==> src/rtl/gaussian_column_feeder_pkg.sv <==
// Shared constants, FSM encoding and the address-width helper for the column feeder.
package gaussian_column_feeder_pkg;

    localparam int BIT_LENGTH = 5;

    typedef logic [BIT_LENGTH-1:0] pixel_t;

    typedef enum logic [1:0] {
        IDLE  = 2'd0,
        READ  = 2'd1,
        DRAIN = 2'd2,
        DONE  = 2'd3
    } state_t;

    function automatic int clog2(input int value);
        int r;
        r = 0;
        while ((1 << r) < value) begin
            r++;
        end
        return r;
    endfunction

endpackage

==> src/rtl/gaussian_column_feeder_if.sv <==
// Memory read port plus column stream towards the 5x5 Gaussian filter.
interface gaussian_column_feeder_if #(
    parameter int AW = 10
);
    import gaussian_column_feeder_pkg::*;

    logic          start;
    logic          mem_rd;
    logic [AW-1:0] mem_addr;
    pixel_t        mem_data;
    pixel_t        col_out0;
    pixel_t        col_out1;
    pixel_t        col_out2;
    pixel_t        col_out3;
    pixel_t        col_out4;
    logic          col_enable;
    logic          busy;
    logic          done;

    modport master (
        input  start, mem_data,
        output mem_rd, mem_addr,
        output col_out0, col_out1, col_out2, col_out3, col_out4,
        output col_enable, busy, done
    );

    modport slave (
        output start, mem_data,
        input  mem_rd, mem_addr,
        input  col_out0, col_out1, col_out2, col_out3, col_out4,
        input  col_enable, busy, done
    );

endinterface

==> src/rtl/gaussian_column_feeder_line_buffer_row.sv <==
// One image row of delay: WIDTH-deep pixel shift register, tail is the pixel from WIDTH shifts ago.
// No backpressure; shifts only when shift_en is high.
module line_buffer_row
    import gaussian_column_feeder_pkg::*;
#(
    parameter int WIDTH = 32
) (
    input  logic   clk,
    input  logic   reset,
    input  logic   shift_en,
    input  pixel_t din,
    output pixel_t tail
);

    pixel_t taps [WIDTH];

    always_ff @(posedge clk or posedge reset) begin
        if (reset) begin
            for (int i = 0; i < WIDTH; i++) begin
                taps[i] <= '0;
            end
        end else if (shift_en) begin
            taps[0] <= din;
            for (int i = 1; i < WIDTH; i++) begin
                taps[i] <= taps[i-1];
            end
        end
    end

    assign tail = taps[WIDTH-1];

endmodule

==> src/rtl/gaussian_column_feeder.sv <==
// Raster reader feeding 5-pixel vertical columns to the Gaussian filter; column appears 2 cycles after its address.
// No stalls: one read per cycle, the filter must accept every column.
module gaussian_column_feeder
    import gaussian_column_feeder_pkg::*;
#(
    parameter int WIDTH  = 32,
    parameter int HEIGHT = 32,
    parameter int AW     = clog2(WIDTH*HEIGHT)
) (
    input logic                      clk,
    input logic                      reset,
    gaussian_column_feeder_if.master bus
);

    localparam int XW = clog2(WIDTH);
    localparam int YW = clog2(HEIGHT + 1);
    localparam logic [AW-1:0] ADDR_LAST = AW'(WIDTH*HEIGHT - 1);
    localparam logic [XW-1:0] X_LAST    = XW'(WIDTH - 1);
    localparam logic [YW-1:0] Y_FIRST   = YW'(4);

    state_t        state, state_nxt;
    logic [AW-1:0] addr;
    logic          rd;
    logic          vld;
    logic [XW-1:0] x;
    logic [YW-1:0] y;
    pixel_t        tail [4];
    pixel_t        col  [5];
    logic          col_en;

    always_comb begin
        state_nxt = state;
        unique case (state)
            IDLE:    if (bus.start) state_nxt = READ;
            READ:    if (addr == ADDR_LAST) state_nxt = DRAIN;
            // vld low in DRAIN means the final pixel was captured on the previous edge.
            DRAIN:   if (!vld) state_nxt = DONE;
            default: state_nxt = DONE;
        endcase
    end

    always_ff @(posedge clk or posedge reset) begin
        if (reset) begin
            state <= IDLE;
            addr  <= '0;
            rd    <= 1'b0;
            vld   <= 1'b0;
        end else begin
            state <= state_nxt;
            vld   <= rd;
            unique case (state)
                IDLE: begin
                    if (bus.start) begin
                        rd   <= 1'b1;
                        addr <= '0;
                    end
                end
                READ: begin
                    if (addr == ADDR_LAST) rd <= 1'b0;
                    else                   addr <= addr + AW'(1);
                end
                default: rd <= 1'b0;
            endcase
        end
    end

    always_ff @(posedge clk or posedge reset) begin
        if (reset) begin
            x      <= '0;
            y      <= '0;
            col_en <= 1'b0;
            for (int i = 0; i < 5; i++) begin
                col[i] <= '0;
            end
        end else if (vld) begin
            if (x == X_LAST) begin
                x <= '0;
                y <= y + YW'(1);
            end else begin
                x <= x + XW'(1);
            end
            col[0] <= tail[0];
            col[1] <= tail[1];
            col[2] <= tail[2];
            col[3] <= tail[3];
            col[4] <= bus.mem_data;
            col_en <= (y >= Y_FIRST);
        end else begin
            col_en <= 1'b0;
        end
    end

    // Newest row enters buffer 3; each buffer's tail feeds the next-older row buffer.
    line_buffer_row #(.WIDTH(WIDTH)) u_rb3 (.clk(clk), .reset(reset), .shift_en(vld), .din(bus.mem_data), .tail(tail[3]));
    line_buffer_row #(.WIDTH(WIDTH)) u_rb2 (.clk(clk), .reset(reset), .shift_en(vld), .din(tail[3]),      .tail(tail[2]));
    line_buffer_row #(.WIDTH(WIDTH)) u_rb1 (.clk(clk), .reset(reset), .shift_en(vld), .din(tail[2]),      .tail(tail[1]));
    line_buffer_row #(.WIDTH(WIDTH)) u_rb0 (.clk(clk), .reset(reset), .shift_en(vld), .din(tail[1]),      .tail(tail[0]));

    assign bus.mem_rd     = rd;
    assign bus.mem_addr   = addr;
    assign bus.col_out0   = col[0];
    assign bus.col_out1   = col[1];
    assign bus.col_out2   = col[2];
    assign bus.col_out3   = col[3];
    assign bus.col_out4   = col[4];
    assign bus.col_enable = col_en;
    assign bus.busy       = (state == READ) || (state == DRAIN);
    assign bus.done       = (state == DONE);

endmodule

==> src/flat_wrapper.sv <==
// flat-port wrapper written by rule: the top's interface ports become plain ports
module gaussian_column_feeder_flat import gaussian_column_feeder_pkg::*;
#(
    parameter int WIDTH  = 32,
    parameter int HEIGHT = 32,
    parameter int AW     = clog2(WIDTH*HEIGHT)
)
  (clk, reset, bus_start, bus_mem_data, bus_mem_rd, bus_mem_addr, bus_col_out0, bus_col_out1, bus_col_out2, bus_col_out3, bus_col_out4, bus_col_enable, bus_busy, bus_done);
  gaussian_column_feeder_if #(.AW(AW)) bus_i ();
  input logic clk;
  input logic reset;
  input wire logic [$bits(bus_i.start)-1:0] bus_start;
  input wire logic [$bits(bus_i.mem_data)-1:0] bus_mem_data;
  output wire logic [$bits(bus_i.mem_rd)-1:0] bus_mem_rd;
  output wire logic [$bits(bus_i.mem_addr)-1:0] bus_mem_addr;
  output wire logic [$bits(bus_i.col_out0)-1:0] bus_col_out0;
  output wire logic [$bits(bus_i.col_out1)-1:0] bus_col_out1;
  output wire logic [$bits(bus_i.col_out2)-1:0] bus_col_out2;
  output wire logic [$bits(bus_i.col_out3)-1:0] bus_col_out3;
  output wire logic [$bits(bus_i.col_out4)-1:0] bus_col_out4;
  output wire logic [$bits(bus_i.col_enable)-1:0] bus_col_enable;
  output wire logic [$bits(bus_i.busy)-1:0] bus_busy;
  output wire logic [$bits(bus_i.done)-1:0] bus_done;
  assign bus_i.start = bus_start;
  assign bus_i.mem_data = bus_mem_data;
  assign bus_mem_rd = bus_i.mem_rd;
  assign bus_mem_addr = bus_i.mem_addr;
  assign bus_col_out0 = bus_i.col_out0;
  assign bus_col_out1 = bus_i.col_out1;
  assign bus_col_out2 = bus_i.col_out2;
  assign bus_col_out3 = bus_i.col_out3;
  assign bus_col_out4 = bus_i.col_out4;
  assign bus_col_enable = bus_i.col_enable;
  assign bus_busy = bus_i.busy;
  assign bus_done = bus_i.done;
  gaussian_column_feeder #(.WIDTH(WIDTH), .HEIGHT(HEIGHT), .AW(AW)) u_core (.clk(clk), .reset(reset), .bus(bus_i));
endmodule
==> config.mk <==
export PLATFORM = sky130hd
export DESIGN_NAME = gaussian_column_feeder_flat
export DESIGN_NICKNAME = d
export VERILOG_FILES = /design/src/rtl/gaussian_column_feeder_pkg.sv /design/src/rtl/gaussian_column_feeder_if.sv /design/src/rtl/gaussian_column_feeder_line_buffer_row.sv /design/src/rtl/gaussian_column_feeder.sv /design/src/flat_wrapper.sv
export SDC_FILE = /design/constraint.sdc
export NUM_CORES = 1
export LEC_CHECK = 0
export CAP_MARGIN = 15
export CORE_MARGIN = 1
export CORE_UTILIZATION = 40
export CTS_BUF_LIST = sky130_fd_sc_hd__clkbuf_2 sky130_fd_sc_hd__clkbuf_4 sky130_fd_sc_hd__clkbuf_8
export DETAILED_ROUTE_END_ITERATION = 10
export MAX_ROUTING_LAYER = met4
export PLACE_DENSITY = 0.59
export SETUP_SLACK_MARGIN = 0.05
export SYNTH_ARGS = -nofsm -noshare
export SYNTH_HDL_FRONTEND = slang
export SYNTH_HIERARCHICAL = 1
export SYNTH_SLANG_ARGS = --single-unit
==> constraint.sdc <==
create_clock -name clk -period 14.2 [get_ports clk]
set_input_delay 2.84 -clock clk [delete_from_list [all_inputs] [get_ports clk]]
set_output_delay 2.84 -clock clk [all_outputs]
set_load 0.03 [all_outputs]
==> impl_metrics.csv, run 1 <==
group,metric,value,unit
status,outcome,"complete, no violations",
logic_synthesis,avgSynthCellArea,17.7,um^2
logic_synthesis,yosysWarnings,6,
timing,maxSlewHeadroom,25.0,%
clock_tree,htreeDepth,3,
grt,grt_pass1_vias,13700,
logic_synthesis,synth_cell_types,38,
logic_synthesis,ys_async_sr_fraction,100,%
detailed_routing,drc,0,
timing,setup_ws,9.06,ns
finish,nNetsFinal,1663,
clock_tree,cts_hold_buf,0,
setup_path,crit_type,"reg2out",
grt,track_usage,11.9,%
detailed_routing,vias,12400,
logic_synthesis,synth.net_count,1591,
place,io_buffers,46,
clock_tree,insertion_delay,0.69,ns
place,place_ws,8.58,ns
detailed_routing,routed_via_density,4.65,
clock_tree,clk_pin_slew,0.07,ns
logic_synthesis,ys_ff_latch,691,
power,leakage,15.4,nW
setup_path,critical_path.max_stage_delay,0.72,ns
timing,hold_viol_final,0,
detailed_routing,wl_per_cell,14.7,um
place,place_inst,2463,
power,irDropWorstVdd,98.8,uV
detailed_routing,antenna_left,0,
floorplanning,core,68800,um^2
setup_path,start_kind,"flop",
timing,fin_hold_ws,0.396,ns
floorplanning,initial_core_util,40.6,%
setup_path,crit_chain,"inv_1 -> ha_1 -> clkdlybuf4s50_1",
setup_path,critPathRequiredTime,11.36,ns
clock_tree,numCtsBuffers,111,
detailed_routing,drt_pass1_iterations,4,
logic_synthesis,syn_area,27900,um^2
finish,fin_cells,2666,
setup_path,cp.arrival,2.30,ns
run,cap_violations,0,
floorplanning,die-area,70900,um^2
finish,drive_gt1_share,51.7,%
place,dpl.hpwl,21.0,mm
logic_synthesis,synth_edf_count,0,
place,gp_routability_congestion,0.746,
grt,grt_max_degree,104,
worst_hold_path,hold_path.class,"reg2reg",
grt,overflow,0,
setup_path,slowest_stage,"clkdlybuf4s50_1",
timing,setup-tns-final,0,ns
clock_tree,cts_setup_buffers,0,
floorplanning,die_x,266,um
grt,grt_pass1_wl,68.9,mm
grt,grt_antenna_before_repair,0,
floorplanning,pin_count,47,
timing,period_needed,5.14,ns
timing,rsz0062_at_grt,"no",
timing,drv_slew,0,
clock_tree,cts_root_buf,"clkbuf_8",
timing,tightest_slew,1.12,ns
timing,fin_skew,0.0294,ns
setup_path,critPathTopFamily,"buffers and inverters",
finish,area_growth,12.5,%
timing,finalSetupViolCount,0,
clock_tree,clockBufferDepth,3,
setup_path,cp.buffers_inverters,2,
setup_path,crit_fanout,4,
detailed_routing,routed_wl,39.1,mm
logic_synthesis,syn_inst,1574,
floorplanning,die_y,266,um
clock_tree,cts-resized-gates,0,
power,finalPower,4.04,mW
logic_synthesis,yosysSeqAreaShare,61.9,%
floorplanning,row_count,96,
logic_synthesis,synth_top_flop_cell,"dfrtp_1",
timing,finalCritPeriodShare,36.2,%
power,power_per_cell_area,128,nW/um^2
finish,n_antenna_cell,0,
setup_path,end_kind,"primary output",
timing,clock.fmax,194,MHz
detailed_routing,drt_iter0_markers,606,
clock_tree,clock-sinks,691,
clock_tree,cts_tree,"done",
-- placed cells by master, fill, tap and decap left out, types with 2 or more instances in the layout --
cell / instances
a21oi_1: 9
a22o_1: 5
a31oi_1: 2
a41oi_1: 2
and3_1: 2
and4_1: 2
buf_4: 15
bufinv_16: 9
clkbuf_4: 40
clkbuf_8: 137
clkdlybuf4s50_1: 46
clkinv_2: 11
dfrtp_1: 690
ha_1: 9
inv_1: 6
inv_6: 5
inv_8: 2
mux2_2: 269
mux2_4: 400
mux2i_1: 4
nand2_1: 11
nand3_1: 6
nand3b_1: 2
nand4_1: 4
nor2_1: 7
nor3_1: 5
nor4b_1: 2
o21ai_0: 10
o31ai_1: 2
xnor2_1: 4
-- logic make-up (layout without fill, tap and decap cells) --
family	count (synthesis)	in the layout	synth area share (%)
AOI/OAI and AO/OA	35	35	0.842
xor gates and xnor gates	5	5	0.157
adders and majority gates	9	9	0.403
buffers and inverters	114	275	3.26
DFF	691	691	61.9
muxes	674	674	32.6
and+or+nand+nor	46	46	0.887
-- sequential cells by signal (all words and copies together) (netlist names) --
signal                 cells
u_core/u_rb0/taps        155
u_core/bus.col_enable      1
u_core/y                   6
u_core/bus.col_out0        5
u_core/u_rb3/tail          5
u_core/u_rb2/taps        155
u_core/u_rb1/taps        155
u_core/x                   5
u_core/bus.col_out2        5
u_core/u_rb3/taps        155
u_core/u_rb1/tail          5
u_core/bus.col_out4        5
u_core/bus.col_out1        5
u_core/bus.mem_rd          1
u_core/state               2
u_core/bus.mem_addr       10
u_core/u_rb2/tail          5
u_core/vld                 1
u_core/u_rb0/tail          5
u_core/bus.col_out3        5
-- routing by layer --
metal | track usage (%) | routed length, um
met4 | 4.18 | 1000
met1 | 16.9 | 19900
met2 | 16.4 | 16800
met3 | 2.93 | 1370
met5 | - | 0
-- worst paths after layout --
kind | start | slack [ns] | endpoint | cells after the start
worst max-delay path | u_core/state[1] | 9.06 | bus_busy | 3
worst min-delay path | u_core/bus.mem_rd | 0.40 | u_core/vld | 0
worst max register to register | u_core/vld | 10.55 | u_core/u_rb1/taps[114] | 3
worst min register to register | u_core/bus.mem_rd | 0.40 | u_core/vld | 0
max in group asynchronous | reset | 9.41 | u_core/u_rb3/taps[158] | 3
min in group asynchronous | reset | 2.85 | u_core/bus.col_out1[2] | 2
-- report_power, final --
group          internal [mW]  total (mW)  switching, mW
Combinational         0.0481       0.117         0.0687
Clock                   1.14        1.90          0.759
Sequential              2.00        2.02         0.0196
Total                   3.19        4.04          0.847
-- stage by stage --
| stage | util (%) | instance area (um^2) |
|---|---|---|
| 2_1_floorplan | - | 27900 |
| 3_3_place_gp | 41.9 | 28800 |
| 3_5_place_dp | 41.9 | 28800 |
| 4_1_cts | 45.6 | 31400 |
| 5_1_grt | 45.7 | 31400 |
| 6_report | 45.7 | 31400 |
-- cell usage after synthesis (3+ instances only) --
cell / instances / area, um^2
a21oi_1: 9 / 45.0
a22o_1: 5 / 43.8
buf_2: 31 / 155
buf_4: 20 / 150
buf_6: 49 / 552
clkbuf_1: 3 / 11.3
dfrtp_1: 691 / 17300
ha_1: 9 / 113
inv_1: 11 / 41.3
mux2_2: 269 / 3030
mux2_4: 400 / 6010
mux2i_1: 4 / 40.0
nand2_1: 11 / 41.3
nand3_1: 6 / 30.0
nand4_1: 4 / 25.0
nor2_1: 7 / 26.3
nor3_1: 5 / 25.0
o21ai_0: 10 / 50.1
xnor2_1: 4 / 35.0
-- cell type report --
type                            count  area (um^2)
Clock inverter                     25          380
Multi-Input combinational cell    769         9740
Timing Repair Buffer               62          601
Inverter                           11         61.3
Sequential cell                   691        17300
Fill cell                        5896        37400
Tap cell                          931         1160
Clock buffer                      177         2190
No activity file was read; power rests on OpenSTA's default activity.
==> run 2: changes to the inputs <==
--- a/config.mk
+++ b/config.mk
@@ -11,7 +11,7 @@
 export CTS_BUF_LIST = sky130_fd_sc_hd__clkbuf_2 sky130_fd_sc_hd__clkbuf_4 sky130_fd_sc_hd__clkbuf_8
 export DETAILED_ROUTE_END_ITERATION = 10
 export MAX_ROUTING_LAYER = met4
-export PLACE_DENSITY = 0.59
+export PLACE_DENSITY = 0.61
 export SETUP_SLACK_MARGIN = 0.05
 export SYNTH_ARGS = -nofsm -noshare
 export SYNTH_HDL_FRONTEND = slang
==> constraint.sdc (replaced) <==
create_clock -name clk -period 4.7 [get_ports clk]
set_input_delay 0.94 -clock clk [delete_from_list [all_inputs] [get_ports clk]]
set_output_delay 0.94 -clock clk [all_outputs]
set_load 0.03 [all_outputs]
==> run 2 against run 1 <==
Critical path depth stayed put. Sequential share of layout area decreased by 0.39 points. Register-to-register slack worse by 8.2 ns. Non-clock buffer count is 13 higher. Via count is 0.32% lower. Clock-buffer cell count rose by 7. Hold slack better by 0.051 ns. Cell count up 0.45%. Largest cell class unchanged. Largest power group unchanged.
==> impl_metrics.csv, run 2 (synthesis gave the netlist of run 1 again) <==
group,metric,value,unit
status,outcome,"complete, no violations",
detailed_routing,drt-met1-wl,19.8,mm
clock_tree,cts_root_buf,"clkbuf_8",
detailed_routing,wl_met2,17.0,mm
finish,nNetsFinal,1673,
timing,period_needed,3.17,ns
grt,overflow,0,
worst_hold_path,hold_path.class,"reg2reg",
detailed_routing,wl_per_cell,14.7,um
clock_tree,cts-resized-gates,0,
finish,fill_cells,5814,
grt,track_usage,12.0,%
floorplanning,core,68800,um^2
grt,grt_max_degree,161,
place,place_ws,1.84,ns
timing,setup_ws,1.53,ns
setup_path,critical_path.max_stage_delay,0.73,ns
timing,rsz0062_at_grt,"no",
setup_path,end_kind,"primary output",
power,finalPower,12.1,mW
setup_path,start_kind,"flop",
finish,n_antenna_cell,0,
clock_tree,clockBufferDepth,3,
clock_tree,htreeDepth,3,
floorplanning,die_y,266,um
timing,finalCritPeriodShare,67.5,%
setup_path,critPathTopFamily,"buffers and inverters",
clock_tree,clock-sinks,691,
grt,grt_pass1_wl,69.4,mm
timing,maxSlewHeadroom,32.3,%
floorplanning,pin_count,47,
clock_tree,cts_setup_buffers,0,
finish,area_growth,13.3,%
run,cap_violations,0,
setup_path,crit_chain,"inv_1 -> ha_1 -> clkdlybuf4s50_1",
clock_tree,cts_tree,"done",
detailed_routing,routed_wl,39.3,mm
setup_path,reg2reg_depth,3,
setup_path,crit_type,"reg2out",
clock_tree,clk_pin_slew,0.06,ns
setup_path,cp.buffers_inverters,2,
clock_tree,cts_hold_buf,0,
finish,drive_gt1_share,52.0,%
timing,fin_skew,0.0145,ns
clock_tree,numCtsBuffers,108,
finish,fin_util,46.0,%
setup_path,r2r_slack,2.37,ns
setup_path,crit_fanout,4,
timing,clock.fmax,315,MHz
floorplanning,die-area,70900,um^2
floorplanning,initial_core_util,40.6,%
detailed_routing,routed_via_density,4.62,
setup_path,r2r-end,"u_core/u_rb2/taps[60]",
grt,grt_antenna_before_repair,0,
detailed_routing,highest_layer,"met4",
power,power_per_cell_area,382,nW/um^2
grt,grt_pass1_vias,13700,
finish,final_cell_mix,"dfrtp_1 (690), mux2_4 (400), mux2_2 (269)",
power,leakage,15.4,nW
worst_hold_path,holdPathStages,0,
clock_tree,insertion_delay,0.67,ns
detailed_routing,drt_pass1_iterations,4,
floorplanning,die_x,266,um
place,io_buffers,46,
detailed_routing,drt_iter0_markers,590,
floorplanning,row_count,96,
setup_path,cp.arrival,2.23,ns
setup_path,critPathRequiredTime,3.76,ns
finish,layout_commonest_cell,"dfrtp_1",
power,irDropWorstVdd,241,uV
worst_hold_path,min-delay-start,"u_core/bus.mem_rd",
timing,hold_viol_final,0,
timing,tightest_slew,1.02,ns
place,dpl.hpwl,21.7,mm
timing,drv_slew,0,
detailed_routing,vias,12400,
timing,fin_hold_ws,0.448,ns
place,gp_routability_congestion,0.775,
setup_path,r2r_start,"u_core/vld",
timing,finalSetupViolCount,0,
detailed_routing,antenna_left,0,
worst_hold_path,whs_endpoint,"u_core/vld",
detailed_routing,drc,0,
detailed_routing,met3_length,1.47,mm
timing,setup-tns-final,0,ns
setup_path,slowest_stage,"clkdlybuf4s50_1",
==> run 2: changes by cell type in the layout (fill, tap and decap cells not counted), sizes merged <==
| cell | before | now |
|---|---|---|
| clkinv | 11 | 12 |
| inv | 15 | 7 |
| buf | 16 | 29 |
| bufinv | 9 | 5 |
| clkbuf | 177 | 184 |
| clkinvlp | 1 | 4 |
==> run 2: cell type report <==
type	count	area, um^2	area share, %
timing repair buffer	75	866	2.74
inverter	11	56.3	0.178
sequential	691	17300	54.6
clock inverter	17	210	0.664
clock buffer	184	2320	7.33
tap	931	1160	3.68
multi-input combinational	769	9740	30.8
==> run 2: how the worst max path moves through the flow <==
stage	from	endpoint	slack (ns)	depth (start not counted)
after global placement	reset	u_core/u_rb1/tail[4]	1.88	3
after floorplan	reset	u_core/u_rb0/tail[0]	1.73	1
after detailed placement	reset	u_core/u_rb1/taps[9]	1.84	3
final	u_core/state[0]	bus_busy	1.53	3
after global routing	u_core/state[1]	bus_busy	1.37	3
after CTS	u_core/state[0]	bus_busy	1.38	3
==> run 2: per-layer routing <==
layer / vias to the layer above / track usage, %
li1: 5695 / -
met1: 6413 / 17.1
met2: 159 / 16.5
met3: 95 / 3.00
met4: 0 / 4.09
met5: - / -
==> run 2: report_power, final <==
group          internal (mW)  switching [mW]
combinational          0.153           0.208
clock                   3.37            2.26
sequential              6.04          0.0594
total                   9.56            2.52
==> run 2: through the flow <==
step           instance area, um^2  std cells
4_1_cts                      31600       2678
5_1_grt                      31600       2678
2_1_floorplan                28000       1574
6_report                     31600       2678
3_5_place_dp                 29100       2477
3_3_place_gp                 29100       2477
==> run 3: changes to the inputs <==
==> constraint.sdc (replaced) <==
create_clock -name clk -period 2.8 [get_ports clk]
set_input_delay 0.56 -clock clk [delete_from_list [all_inputs] [get_ports clk]]
set_output_delay 0.56 -clock clk [all_outputs]
set_load 0.03 [all_outputs]
==> run 3 against run 2 <==
Sequential cell count unchanged. Clock skew increased by 0.015 ns. Sequential share of layout area decreased by 0.32 points. Global-route usage about the same. Highest routed layer unchanged. Combinational power increased by 80%. Cell count increased by 0.67%. Non-clock buffer count increased by 23. Critical path depth unchanged. Core utilization increased by 0.27 points. Hold slack improved by 0.0042 ns. Die area unchanged.
==> impl_metrics.csv, run 3 (synthesis gave the netlist of run 1 again) <==
group,metric,value,unit
status,outcome,"complete, no violations",
timing,hold_viol_final,0,
setup_path,reg2reg_depth,6,
detailed_routing,drt_iter0_markers,550,
clock_tree,clk_pin_slew,0.06,ns
setup_path,r2r_slack,0.84,ns
timing,rsz0062_at_grt,"no",
detailed_routing,antenna_left,0,
clock_tree,insertion_delay,0.68,ns
detailed_routing,vias,12600,
power,power_per_cell_area,619,nW/um^2
floorplanning,core,68800,um^2
setup_path,critPathRequiredTime,2.24,ns
detailed_routing,drc,0,
clock_tree,cts_hold_buf,0,
clock_tree,clock-sinks,691,
floorplanning,die_x,266,um
power,irDropWorstVdd,497,uV
place,dpl.hpwl,22.6,mm
clock_tree,numCtsBuffers,108,
grt,grt_antenna_before_repair,1,
timing,tightest_slew,0.677,ns
setup_path,start_kind,"flop",
grt,grt_max_degree,84,
setup_path,end_kind,"primary output",
finish,nNetsFinal,1696,
clock_tree,cts_root_buf,"clkbuf_8",
timing,drv_slew,0,
finish,final_cell_mix,"dfrtp_1 (690), mux2_4 (400), mux2_2 (269)",
setup_path,crit_type,"reg2out",
timing,finalCritPeriodShare,91.8,%
worst_hold_path,holdPathStages,0,
worst_hold_path,min-delay-start,"u_core/bus.mem_rd",
timing,finalSetupViolCount,0,
floorplanning,pin_count,47,
detailed_routing,drt_pass1_iterations,4,
timing,maxSlewHeadroom,54.8,%
timing,clock.fmax,389,MHz
floorplanning,initial_core_util,40.6,%
finish,area_growth,14.0,%
clock_tree,cts-resized-gates,2,
finish,layout_commonest_cell,"dfrtp_1",
detailed_routing,wl_per_cell,14.6,um
finish,multi_input_area,9740,um^2
floorplanning,row_count,96,
detailed_routing,routed_wl,39.3,mm
setup_path,r2r_start,"u_core/state[0]",
power,leakage,15.5,nW
clock_tree,cts_setup_buffers,0,
clock_tree,cts_tree,"done",
finish,seqCellArea,17300,um^2
setup_path,crit_fanout,4,
timing,fin_skew,0.0295,ns
grt,grt_pass1_vias,13800,
grt,track_usage,12.0,%
finish,drive_gt1_share,52.5,%
setup_path,cp.arrival,2.01,ns
worst_hold_path,hold_path.class,"reg2reg",
grt,grt_pass1_wl,69.1,mm
timing,period_needed,2.57,ns
clock_tree,htreeDepth,3,
grt,overflow,0,
place,io_buffers,46,
finish,fin_util,46.3,%
floorplanning,die-area,70900,um^2
setup_path,startpoint,"u_core/state[0]",
floorplanning,die_y,266,um
clock_tree,clockBufferDepth,3,
timing,setup-tns-final,0,ns
run,cap_violations,0,
place,gp_routability_congestion,0.739,
finish,fill_cells,5860,
detailed_routing,routed_via_density,4.66,
[run 3: power breakdown]
group	leakage (nW)	internal (mW)	total (mW)	switching [mW]
Clock	1.25	5.05	8.81	3.76
Combinational	4.67	0.288	0.648	0.360
Sequential	9.60	10.1	10.2	0.0965
Total	15.5	15.5	19.7	4.22
[run 3: final cells by class]
cell class                 instances  share of cell area, %
clock buffer                     176                   6.92
inverter                          11                  0.177
tap                              931                   3.66
timing repair buffer              98                   3.92
multi-input combinational        769                   30.6
sequential                       691                   54.3
clock inverter                    18                  0.401
antenna                            2                 0.0157
[run 3: metrics by stage]
stage	setup slack, ns	hold slack, ns	instances	area (um^2)	total power [mW]
floorplan	0.211	0.446	1574	28000	10.8
global placement	0.584	0.440	2500	29500	11.1
detailed placement	0.568	0.437	2500	29500	11.1
CTS	0.143	0.441	2694	31800	20.1
global route	0.102	0.457	2694	31800	20.6
finish	0.229	0.452	2696	31800	19.7
[run 3: metal layers]
metal  global-route usage, %  vias up  part of all wire, %
li1                        -     5769                    -
met1                    16.7     6543                   50
met5                       -        -                    0
met2                    16.9      168                   44
met4                    3.99        0                  2.2
met3                    3.03       76                  3.7
[run 3: final timing paths]
kind                                           to
min reg2reg                            u_core/vld
max in group asynchronous   u_core/u_rb0/taps[11]
max                                      bus_busy
min                                    u_core/vld
min in group asynchronous  u_core/bus.col_out3[1]
max reg2reg                u_core/bus.mem_addr[1]
[run 3: critical path, stage by stage, from the launching register on]
cell and delay (ns):
dfrtp_1 0.39, inv_1 0.08, ha_1 0.40, dlygate4sd2_1 0.47
